File: src/rtl/hp_mul_sched.sv
// Round-robin scheduler in front of a shared combinational half-precision
// multiply core. Two clients hand over operand pairs, the block drives the
// core for CORE_LAT cycles, then captures and returns the tagged result.
//
// Handshake rule on every port: a transfer happens on a rising edge where
// valid and ready are both high. A requester keeps valid and its operands
// steady until it sees ready. res_valid stays high with res_* frozen until
// res_ready is seen.
module hp_mul_sched #(
  parameter int CORE_LAT = 2
) (
  input  logic        clk,
  input  logic        rst,
  input  logic        req0_valid,
  input  logic [15:0] req0_a,
  input  logic [15:0] req0_b,
  output logic        req0_ready,
  input  logic        req1_valid,
  input  logic [15:0] req1_a,
  input  logic [15:0] req1_b,
  output logic        req1_ready,
  output logic [15:0] core_a,
  output logic [15:0] core_b,
  input  logic        core_sign,
  input  logic [4:0]  core_exp,
  input  logic [19:0] core_mant,
  output logic        res_valid,
  input  logic        res_ready,
  output logic        res_id,
  output logic        res_sign,
  output logic [4:0]  res_exp,
  output logic [19:0] res_mant,
  output logic        busy,
  output logic [15:0] ops_count
);

  typedef enum logic [1:0] {IDLE, CALC, HOLD} state_t;

  // The counter only counts down from CORE_LAT-1, so four bits cover 1..15.
  localparam logic [3:0] CNT_LOAD = 4'(CORE_LAT - 1);

  state_t      state;
  state_t      state_nxt;
  logic [3:0]  cnt;
  logic        tag;
  logic        last_grant;
  logic        grant;
  logic        accept;
  logic        capture;
  logic        done;
  logic [15:0] ops_q;

  // Arbitration: a lone requester wins; on contention the one not served last.
  always_comb begin
    grant = last_grant;
    if (req0_valid && !req1_valid) begin
      grant = 1'b0;
    end else if (req1_valid && !req0_valid) begin
      grant = 1'b1;
    end else if (req0_valid && req1_valid) begin
      grant = !last_grant;
    end
  end

  assign req0_ready = (state == IDLE) && req0_valid && !grant;
  assign req1_ready = (state == IDLE) && req1_valid && grant;
  assign accept     = req0_ready || req1_ready;
  assign capture    = (state == CALC) && (cnt == 4'd0);
  assign done       = (state == HOLD) && res_valid && res_ready;
  assign busy       = (state != IDLE);
  assign ops_count  = ops_q;

  // State register.
  always_ff @(posedge clk) begin
    if (rst) begin
      state <= IDLE;
    end else begin
      state <= state_nxt;
    end
  end

  // Next-state logic: accept -> count down core latency -> hold result.
  always_comb begin
    state_nxt = state;
    case (state)
      IDLE: if (accept) state_nxt = CALC;
      CALC: if (capture) state_nxt = HOLD;
      HOLD: if (done) state_nxt = IDLE;
      default: state_nxt = IDLE;
    endcase
  end

  // Datapath: operand launch, latency counter, result capture and op count.
  always_ff @(posedge clk) begin
    if (rst) begin
      cnt        <= 4'd0;
      tag        <= 1'b0;
      last_grant <= 1'b1;
      core_a     <= 16'd0;
      core_b     <= 16'd0;
      res_valid  <= 1'b0;
      res_id     <= 1'b0;
      res_sign   <= 1'b0;
      res_exp    <= 5'd0;
      res_mant   <= 20'd0;
      ops_q      <= 16'd0;
    end else begin
      if (accept) begin
        core_a     <= grant ? req1_a : req0_a;
        core_b     <= grant ? req1_b : req0_b;
        tag        <= grant;
        last_grant <= grant;
        cnt        <= CNT_LOAD;
      end
      if (state == CALC) begin
        if (capture) begin
          res_sign  <= core_sign;
          res_exp   <= core_exp;
          res_mant  <= core_mant;
          res_id    <= tag;
          res_valid <= 1'b1;
        end else begin
          cnt <= cnt - 4'd1;
        end
      end
      if (done) begin
        res_valid <= 1'b0;
        ops_q     <= ops_q + 16'd1;
      end
    end
  end

endmodule
File: config.mk
export PLATFORM = sky130hd
export DESIGN_NAME = hp_mul_sched
export DESIGN_NICKNAME = d
export VERILOG_FILES = /design/src/rtl/hp_mul_sched.sv
export SDC_FILE = /design/constraint.sdc
export NUM_CORES = 1
export LEC_CHECK = 0
export ABC_AREA = 1
export BUFFER_PORTS_ARGS = -buffer_cell sky130_fd_sc_hd__buf_2
export CAP_MARGIN = 20
export CORE_MARGIN = 4
export CORE_UTILIZATION = 49
export DETAILED_ROUTE_END_ITERATION = 8
export GPL_TIMING_DRIVEN = 0
export PLACE_DENSITY = 0.85
export SYNTH_ARGS = -nofsm -noshare
export SYNTH_HDL_FRONTEND = slang
export SYNTH_SLANG_ARGS = --single-unit
File: constraint.sdc
create_clock -name clk -period 2.3 [get_ports clk]
set_clock_uncertainty 0.2 [all_clocks]
set_input_delay 0.115 -clock clk [delete_from_list [all_inputs] [get_ports clk]]
set_output_delay 0.115 -clock clk [all_outputs]
set_load 0.05 [all_outputs]
### Word level (Yosys, flattened, before mapping)

Index checks and enable logic that the tools add are counted.
W data, S select, Z words.

| storage, ports and cells | value |
|---|---|
| output and inout bits | 79 |
| word-level logic and storage cells | 52 |
| bits in registers | 84 |
| bits of input ports | 95 |

| operators by class | value |
|---|---|
| mux-type cells | 12 |
| reductions and logical operators | 21 |
| add/subtract/negate cells | 2 |
| equal/unequal tests | 5 |

Operators by type and width:

| cell | number |
|---|---|
| $mux W16 | 2 |
| $add A16 B1 Y16 const B | 1 |
| $mux W4 | 3 |
| $logic_and A1 B1 Y1 | 10 |
| $mux W2 | 3 |
| $ne A2 B2 Y1 const B | 3 |
| $pmux W2 S3 | 1 |
| $logic_not A1 Y1 | 4 |
| $logic_not A4 Y1 | 1 |
| $sub A4 B1 Y4 const B | 1 |
| $mux W1 | 3 |
| $reduce_and A3 Y1 | 1 |
| $eq A2 B1 Y1 const B | 1 |
| $eq A2 B2 Y1 const B | 1 |
| $logic_not A2 Y1 | 1 |
| $reduce_and A2 Y1 | 1 |
| $reduce_bool A2 Y1 | 1 |
| $reduce_or A2 Y1 | 1 |
| $logic_or A1 B1 Y1 | 1 |

### Depth between registers and ports, before layout

Gate-level depths: netlist (run 1).

| depth | value |
|---|---|
| depth after elaboration | 10 |
| gate-level depth with buffers | 9 |
| depth with buffers taken out | 8 |

### Least setup slack after synthesis (run 1)

OpenSTA, ideal clock, no wires.

| path | value |
|---|---|
| kind | flip-flop to flip-flop |
| start point | reg ops_q[1], in the netlist ops_count[1] |
| end point | reg ops_q[12], in the netlist ops_count[12] |
| library setup time | 114 ps |
| arrival | 1557 ps |
| cell stages (with the launch flop) | 9 |
| required time | 1986 ps |
| clock period less this slack | 1871 ps |
| buffers on the path | 0 |
| setup slack | 429 ps |
| path through | dfxtp_1 -> ha_1 -> nand3_1 -> nor2_1 -> nand2_1 -> nor2_1 -> nand2_1 -> nand2_1 -> nor2_1 |

| between the ends | value |
|---|---|
| longest elaborated chain between the ends | 1 |

Ends and longest elaborated chain:

| element | line | RTL |
|---|---|---|
| start: declaration | 51 | `logic [15:0] ops_q;` |
| start signal: assignment | 128 | `ops_q <= ops_q + 16'd1;` |
| $add A16 B1 Y16 | 128 |  |

No other way between the ends.
A chain may end at the register's enable or synchronous reset.

==> qor.tcl, run 1 <==
set qor(finalHoldViolCount) 0
set qor(drive_above_1_share) 0.301
set qor(cts.sinks) 84
set qor(tritoncts) {done}
set qor(worstPathRequired_ns) 2.38
set qor(design.final.nets) 844
set qor(status) {completed}
set qor(worstSkewPairLatency_ns) 0.35
set qor(layout_commonest_cell) {buf_2}
set qor(min_period_ns) 2.27
set qor(synth_largest_area_cell) {dfxtp_1}
set qor(timing.max_cap.violations) 0
set qor(drt.antenna.violating_nets) 0
set qor(post_synth_and_or_nand_nor_area_fraction) 0.233
set qor(power_frac_comb) 0.412
set qor(final.setup.tns_ns) 0
set qor(worst_pin_slew_ns) 0.462
set qor(worst_setup_path_start_kind) {input pin}
set qor(dp.final_hpwl_mm) 7.71
set qor(share_of_the_cycle_needed_by_the_critical_path_after_routing) 0.986
set qor(power_report.internal_total_w) 0.00288
set qor(synth_area_per_cell_um2) 7.53
set qor(place_worst_setup_slack_ns) 0.632
set qor(fin_worst_hold_slack_ns) 0.0190
set qor(finalSetupViolCount) 0
set qor(die-width_um) 92.6
set qor(pin_count) 174
set qor(grt_antenna_before_repair) 0
set qor(p_leak_nw) 2.75
set qor(drt-vias-per-instance) 5.44
set qor(switching_share) 0.414
set qor(report.final.slew_viol_count) 0
set qor(pwr_density_nw_per_um2) 865
set qor(yosys.area_share.xor_xnor) 0.00750
set qor(seq_total_area_yosys) 0.480
set qor(drtIter0Drc) 362
set qor(synth.net_count) 563
set qor(filler_cell_count) 385
set qor(synth_seq_cells) 84
set qor(crit_type) {input pin to register}
set qor(netlist_top_cells_area) {dfxtp_1, nand2_1, nor2_1, o21ai_1, a31oi_1}
set qor(switching_power_w) 0.00203
set qor(areaGrowthSynthToFinish_pct) 62.1
set qor(synthAdderAreaFrac) 0.0107
set qor(cts_made_buffers) 9
set qor(detailed_place.area_um2) 4480
set qor(worst_setup_path_startpoint) {rst}
set qor(grt_first_pass_wirelength_mm) 21.4
set qor(regToRegStartpoint) {state[1]}
set qor(fraction_of_power_consumed_by_sequential_logic) 0.366
set qor(total_via_count_after_detailed_routing) 4618
set qor(synth_compound_gate_area_share) 0.190
set qor(track_usage) 0.310
set qor(grt_remaining_overflow) 0
set qor(syn_area_um2) 3500
set qor(max_freq_mhz) 441
set qor(drt_wl_total_mm) 14.2
set qor(post_synth_inst_count) 465
set qor(layout_common_cells) {buf_2, nand2_1, dlygate4sd3_1}
set qor(worst_slew_margin_rel) 0.692
set qor(worstPathMaxFanout) 10
set qor(design.core.area_um2) 6870
set qor(root_buffer) {clkbuf_8}
set qor(place_inst) 733
set qor(routedWlPerCell_um) 16.7
set qor(remaining_drc_errors) 0
set qor(chipHeight_um) 92.6
set qor(muxShareOfSynthArea) 0
set qor(stdcell_area_um2) 5680
set qor(synth_top_area_share) 0.480
set qor(initial_utilization) 0.510
set qor(worst_ep_arrival_time_ns) 2.35
set qor(endpoint) {core_a[3]}
set qor(postLayoutSetupSlackWorst_ns) 0.0323
set qor(ir_worst_vdd_v) 0.000591
set qor(gp_weighted_congestion) 0.811
set qor(fp.dieArea_um2) 8570
set qor(worst_case_clock_buffer_depth) 2
set qor(reg2reg_setup_slack_ns) 0.12
set qor(endpoint_class_of_the_critical_path) {register}
set qor(grt_start_max_net_pins) 14
set qor(via_count_of_the_first_global_routing_pass) 4617
set qor(ff_to_ff_end) {core_b[10]}
set qor(clock_power_share) 0.222
set qor(floorplan.rows) 30
set qor(dr.pass1.iters) 7
set qor(synthDistinctLibCells) 27
set qor(yosysWarnings) 0
set qor(r2r_cells) 7
set qor(worstHoldPathCells) 3
set qor(hold_path_class) {input pin to register}
set qor(synth_top_family_by_area) {simple AND/OR/NAND/NOR gates}
set qor(worst_setup_hold_path_clk_slew_ns) 0.08
set qor(post_layout_nonfiller_instances) 849
set qor(clock_tree.htree_level_count) 3
set qor(port_buffers) 172
## registers in the layout, summed over array words and instances, names as in the netlist
signal,count
res_mant,20
ops_count,16
res_valid,1
core_a,16
res_id,1
res_exp,5
cnt,4
core_b,16
tag,1
last_grant,1
res_sign,1
state,2
## power by group through the flow
| stage | Combinational [W] | Clock [W] | Sequential, W |
|---|---|---|---|
| 2_1_floorplan | 0.000592 | 0 | 0.00245 |
| 3_3_place_gp | 0.00165 | 0 | 0.00179 |
| 3_5_place_dp | 0.00168 | 0 | 0.00180 |
| 4_1_cts | 0.00191 | 0.00109 | 0.00177 |
| 5_1_grt | 0.00213 | 0.00117 | 0.00181 |
| 6_report | 0.00202 | 0.00109 | 0.00180 |
## per-layer routing
metal,vias up,GRT usage,share of wire
met5,-,0,0
met4,0,0.175,0.044
met3,77,0.0861,0.10
met2,334,0.543,0.49
met1,2089,0.335,0.36
li1,2118,-,-
## worst max-delay path: stages
cell and delay, ns:
dlygate4sd3_1 0.54, buf_2 0.19, inv_2 0.08, buf_2 0.23
buf_2 0.26, o21ai_1 0.12, a31oi_1 0.19, dlygate4sd3_1 0.61
## cells in the mapped netlist
master,count
a21oi_1,16
o21ai_0,21
nand4_1,4
inv_1,20
dfxtp_1,84
nor2_1,78
a211oi_1,1
nor2_4,1
o21ai_1,48
o21ai_4,1
a31oi_1,33
buf_2,17
xor2_1,3
o21ai_2,1
ha_1,3
inv_2,4
nor2_2,3
nor3_2,1
nor3_1,2
nand3b_1,1
nand3_1,15
buf_4,1
clkinv_4,2
buf_6,6
nor3b_1,1
clkbuf_1,3
nand2_1,95
## repair_timing
item | 4_1_cts | 5_1_grt
setup endpoints to repair | 0 | 6
buffers inserted | 0 | 3
hold buffers | 96 | 0
hold endpoints to repair | 68 | 0
resized for setup | 0 | 2
## area by class of cell
class / instances / area, um2 / area share
well taps: 96 / 120 / 0.0211
inverters: 26 / 108 / 0.0189
diodes: 2 / 5.00 / 0.000881
repair buffers: 270 / 1830 / 0.323
flip-flops and latches: 84 / 1680 / 0.296
plain buffers: 27 / 171 / 0.0302
clock buffers: 13 / 159 / 0.0280
multi-input cells: 328 / 1560 / 0.274
clock inverters: 3 / 45.0 / 0.00793
## stage by stage
stage,total power [W],utilization
floorplan,0.00304,-
global placement,0.00344,0.653
detailed placement,0.00348,0.653
CTS,0.00477,0.822
global route,0.00511,0.826
finish,0.00491,0.827
## worst min path at each step
stage	start	to	slack (ns)
floorplan	core_exp[0]	res_exp[0]	0.06
global placement	core_exp[0]	res_exp[0]	0.15
detailed placement	core_exp[0]	res_exp[0]	0.16
CTS	req0_valid	cnt[0]	0.006
global route	req0_valid	cnt[0]	0.06
finish	req0_valid	cnt[0]	0.02
## cells by family (layout without fill, tap and decap cells)
kind of cell,after synthesis,after routing
and+or+nand+nor,201,201
AOI/OAI and AO/OA,121,121
DFF,84,84
buffers and inverters,53,339
adders and majority gates,3,3
xor gates and xnor gates,3,3
other,0,2
(Power assumes the default switching activity.)
==> inputs of run 2 (changes only) <==
Settings changed: RECOVER_POWER set to 25.
==> qor.tcl, run 2 (synthesis results as in run 1) <==
set qor(areaGrowthSynthToFinish_pct) 60.7
set qor(final-seq-area_um2) 1680
set qor(critical-path-top-cell-by-count) {buf_2}
set qor(min_from) {req0_valid}
set qor(fp.dieArea_um2) 8570
set qor(worst_setup_path_start_kind) {input pin}
set qor(min_delay_worst_endpoint) {cnt[0]}
set qor(regToRegStartpoint) {last_grant}
set qor(dp.final_hpwl_mm) 7.71
set qor(met3WireLength_mm) 1.45
set qor(crit_type) {input pin to register}
set qor(share_of_the_cycle_needed_by_the_critical_path_after_routing) 0.998
set qor(largest_register_ff_count) 20
set qor(cell_type_group_with_the_largest_total_delay_on_the_critical_path) {buffers and inverters}
set qor(clock_tree.htree_level_count) 3
set qor(finalHoldViolCount) 0
set qor(worstPathMaxFanout) 10
set qor(remaining_drc_errors) 0
set qor(max_freq_mhz) 436
set qor(grt_remaining_overflow) 0
set qor(status) {completed}
set qor(path_cells) {dlygate4sd3_1 -> buf_2 -> inv_2 -> buf_2 -> buf_2 -> o21ai_1 -> a31oi_1 -> dlygate4sd3_1}
set qor(floorplan.rows) 30
set qor(drt.antenna.violating_nets) 0
set qor(endpoint_class_of_the_critical_path) {register}
set qor(design.final.nets) 844
set qor(worst_ep_arrival_time_ns) 2.38
set qor(initial_utilization) 0.510
set qor(r2r_cells) 7
set qor(top_register) {res_mant}
set qor(pwr_density_nw_per_um2) 869
set qor(worst_case_clock_buffer_depth) 2
set qor(timing.max_cap.violations) 0
set qor(track_usage) 0.310
set qor(tritoncts) {done}
set qor(fin_worst_hold_slack_ns) 0.0147
set qor(dr_wl_met2_mm) 6.99
set qor(multi_input_comb_area_um2) 1560
set qor(cp.buffers_inverters) 6
set qor(via_count_of_the_first_global_routing_pass) 4617
set qor(pin_count) 174
set qor(port_buffers) 172
set qor(top_signal_layer_used) {met4}
set qor(report.final.slew_viol_count) 0
set qor(grt_start_max_net_pins) 14
set qor(worst_setup_hold_path_clk_slew_ns) 0.08
set qor(grt_first_pass_wirelength_mm) 21.4
set qor(finalSetupViolCount) 0
set qor(cts_made_buffers) 9
set qor(hold_path_class) {input pin to register}
set qor(p_leak_nw) 2.59
set qor(ir_worst_vdd_v) 0.000597
set qor(routedLengthMet1_mm) 5.14
set qor(gp_weighted_congestion) 0.811
set qor(ff_to_ff_end) {core_a[9]}
set qor(total_via_count_after_detailed_routing) 4624
set qor(layout_common_cells) {buf_2, nand2_1, dlygate4sd3_1}
set qor(drive_above_1_share) 0.248
set qor(layout_commonest_cell) {buf_2}
set qor(chipHeight_um) 92.6
set qor(die-width_um) 92.6
set qor(filler_cell_count) 413
set qor(root_buffer) {clkbuf_8}
set qor(worstSkewPairLatency_ns) 0.34
set qor(worst_pin_slew_ns) 0.650
set qor(grt_antenna_before_repair) 0
set qor(dr.pass1.iters) 8
set qor(worstPathRequired_ns) 2.38
set qor(worst_slew_margin_rel) 0.569
set qor(final.setup.tns_ns) 0
set qor(slowest_stage) {dlygate4sd3_1}
set qor(worstHoldPathCells) 3
set qor(slowest_delay_ns) 0.62
set qor(drt-vias-per-instance) 5.45
set qor(drt_wl_total_mm) 14.2
set qor(reg2reg_setup_slack_ns) 0.09
set qor(min_period_ns) 2.30
set qor(cts.sinks) 84
set qor(drtIter0Drc) 325
set qor(routedWlPerCell_um) 16.7
set qor(design.core.area_um2) 6870
[run 2: worst min-delay path, delay by kind of cell]
| family | cells | cell delay, ns |
|---|---|---|
| AOI/OAI and AO/OA | 2 | 0.27 |
| buffers and inverters | 1 | 0.14 |
[run 2: through the flow]
| step | power [W] | setup WS (ns) | cells | utilization | area, um2 |
|---|---|---|---|---|---|
| floorplan | 0.00304 | 0.429 | 465 | - | 3500 |
| global placement | 0.00344 | 0.698 | 733 | 0.653 | 4480 |
| detailed placement | 0.00348 | 0.632 | 733 | 0.653 | 4480 |
| CTS | 0.00477 | 0.0176 | 845 | 0.822 | 5650 |
| global route | 0.00508 | -0.0290 | 847 | 0.819 | 5620 |
| finish | 0.00489 | 0.00414 | 849 | 0.819 | 5630 |
[run 2: worst max-delay path by stage]
stage / startpoint / to / slack, ns / cells after the start
CTS: req1_valid / core_b[15] / 0.02 / 7
global placement: ops_count[0] / ops_count[12] / 0.70 / 8
detailed placement: cnt[0] / res_mant[13] / 0.63 / 8
finish: rst / core_a[3] / 0.004 / 8
floorplan: ops_count[1] / ops_count[12] / 0.43 / 8
global route: rst / core_a[3] / -0.03 / 8
[run 2: final cells by class]
class / count / share of cell area
diodes: 2 / 0.000889
plain buffers: 27 / 0.0305
clock buffers: 13 / 0.0282
clock inverters: 3 / 0.00800
inverters: 26 / 0.0191
multi-input cells: 328 / 0.276
flip-flops and latches: 84 / 0.299
well taps: 96 / 0.0213
repair buffers: 270 / 0.317
[run 2: repair_timing]
action | in CTS | in global routing
hold endpoints to repair | 68 | 0
gates resized for setup | 0 | 2
hold buffers | 96 | 0
buffers inserted | 0 | 3
endpoints found under the setup margin | 0 | 6
[run 2: power by group]
group	internal [W]	switching [W]	total (W)
combinational	0.000616	0.00137	0.00199
clock	0.000563	0.000539	0.00110
sequential	0.00166	0.000137	0.00180
[run 2: per-layer routing]
metal / GRT usage / vias to the layer above
met5: 0 / -
met2: 0.543 / 357
li1: - / 2114
met4: 0.175 / 0
met1: 0.335 / 2084
met3: 0.0861 / 69
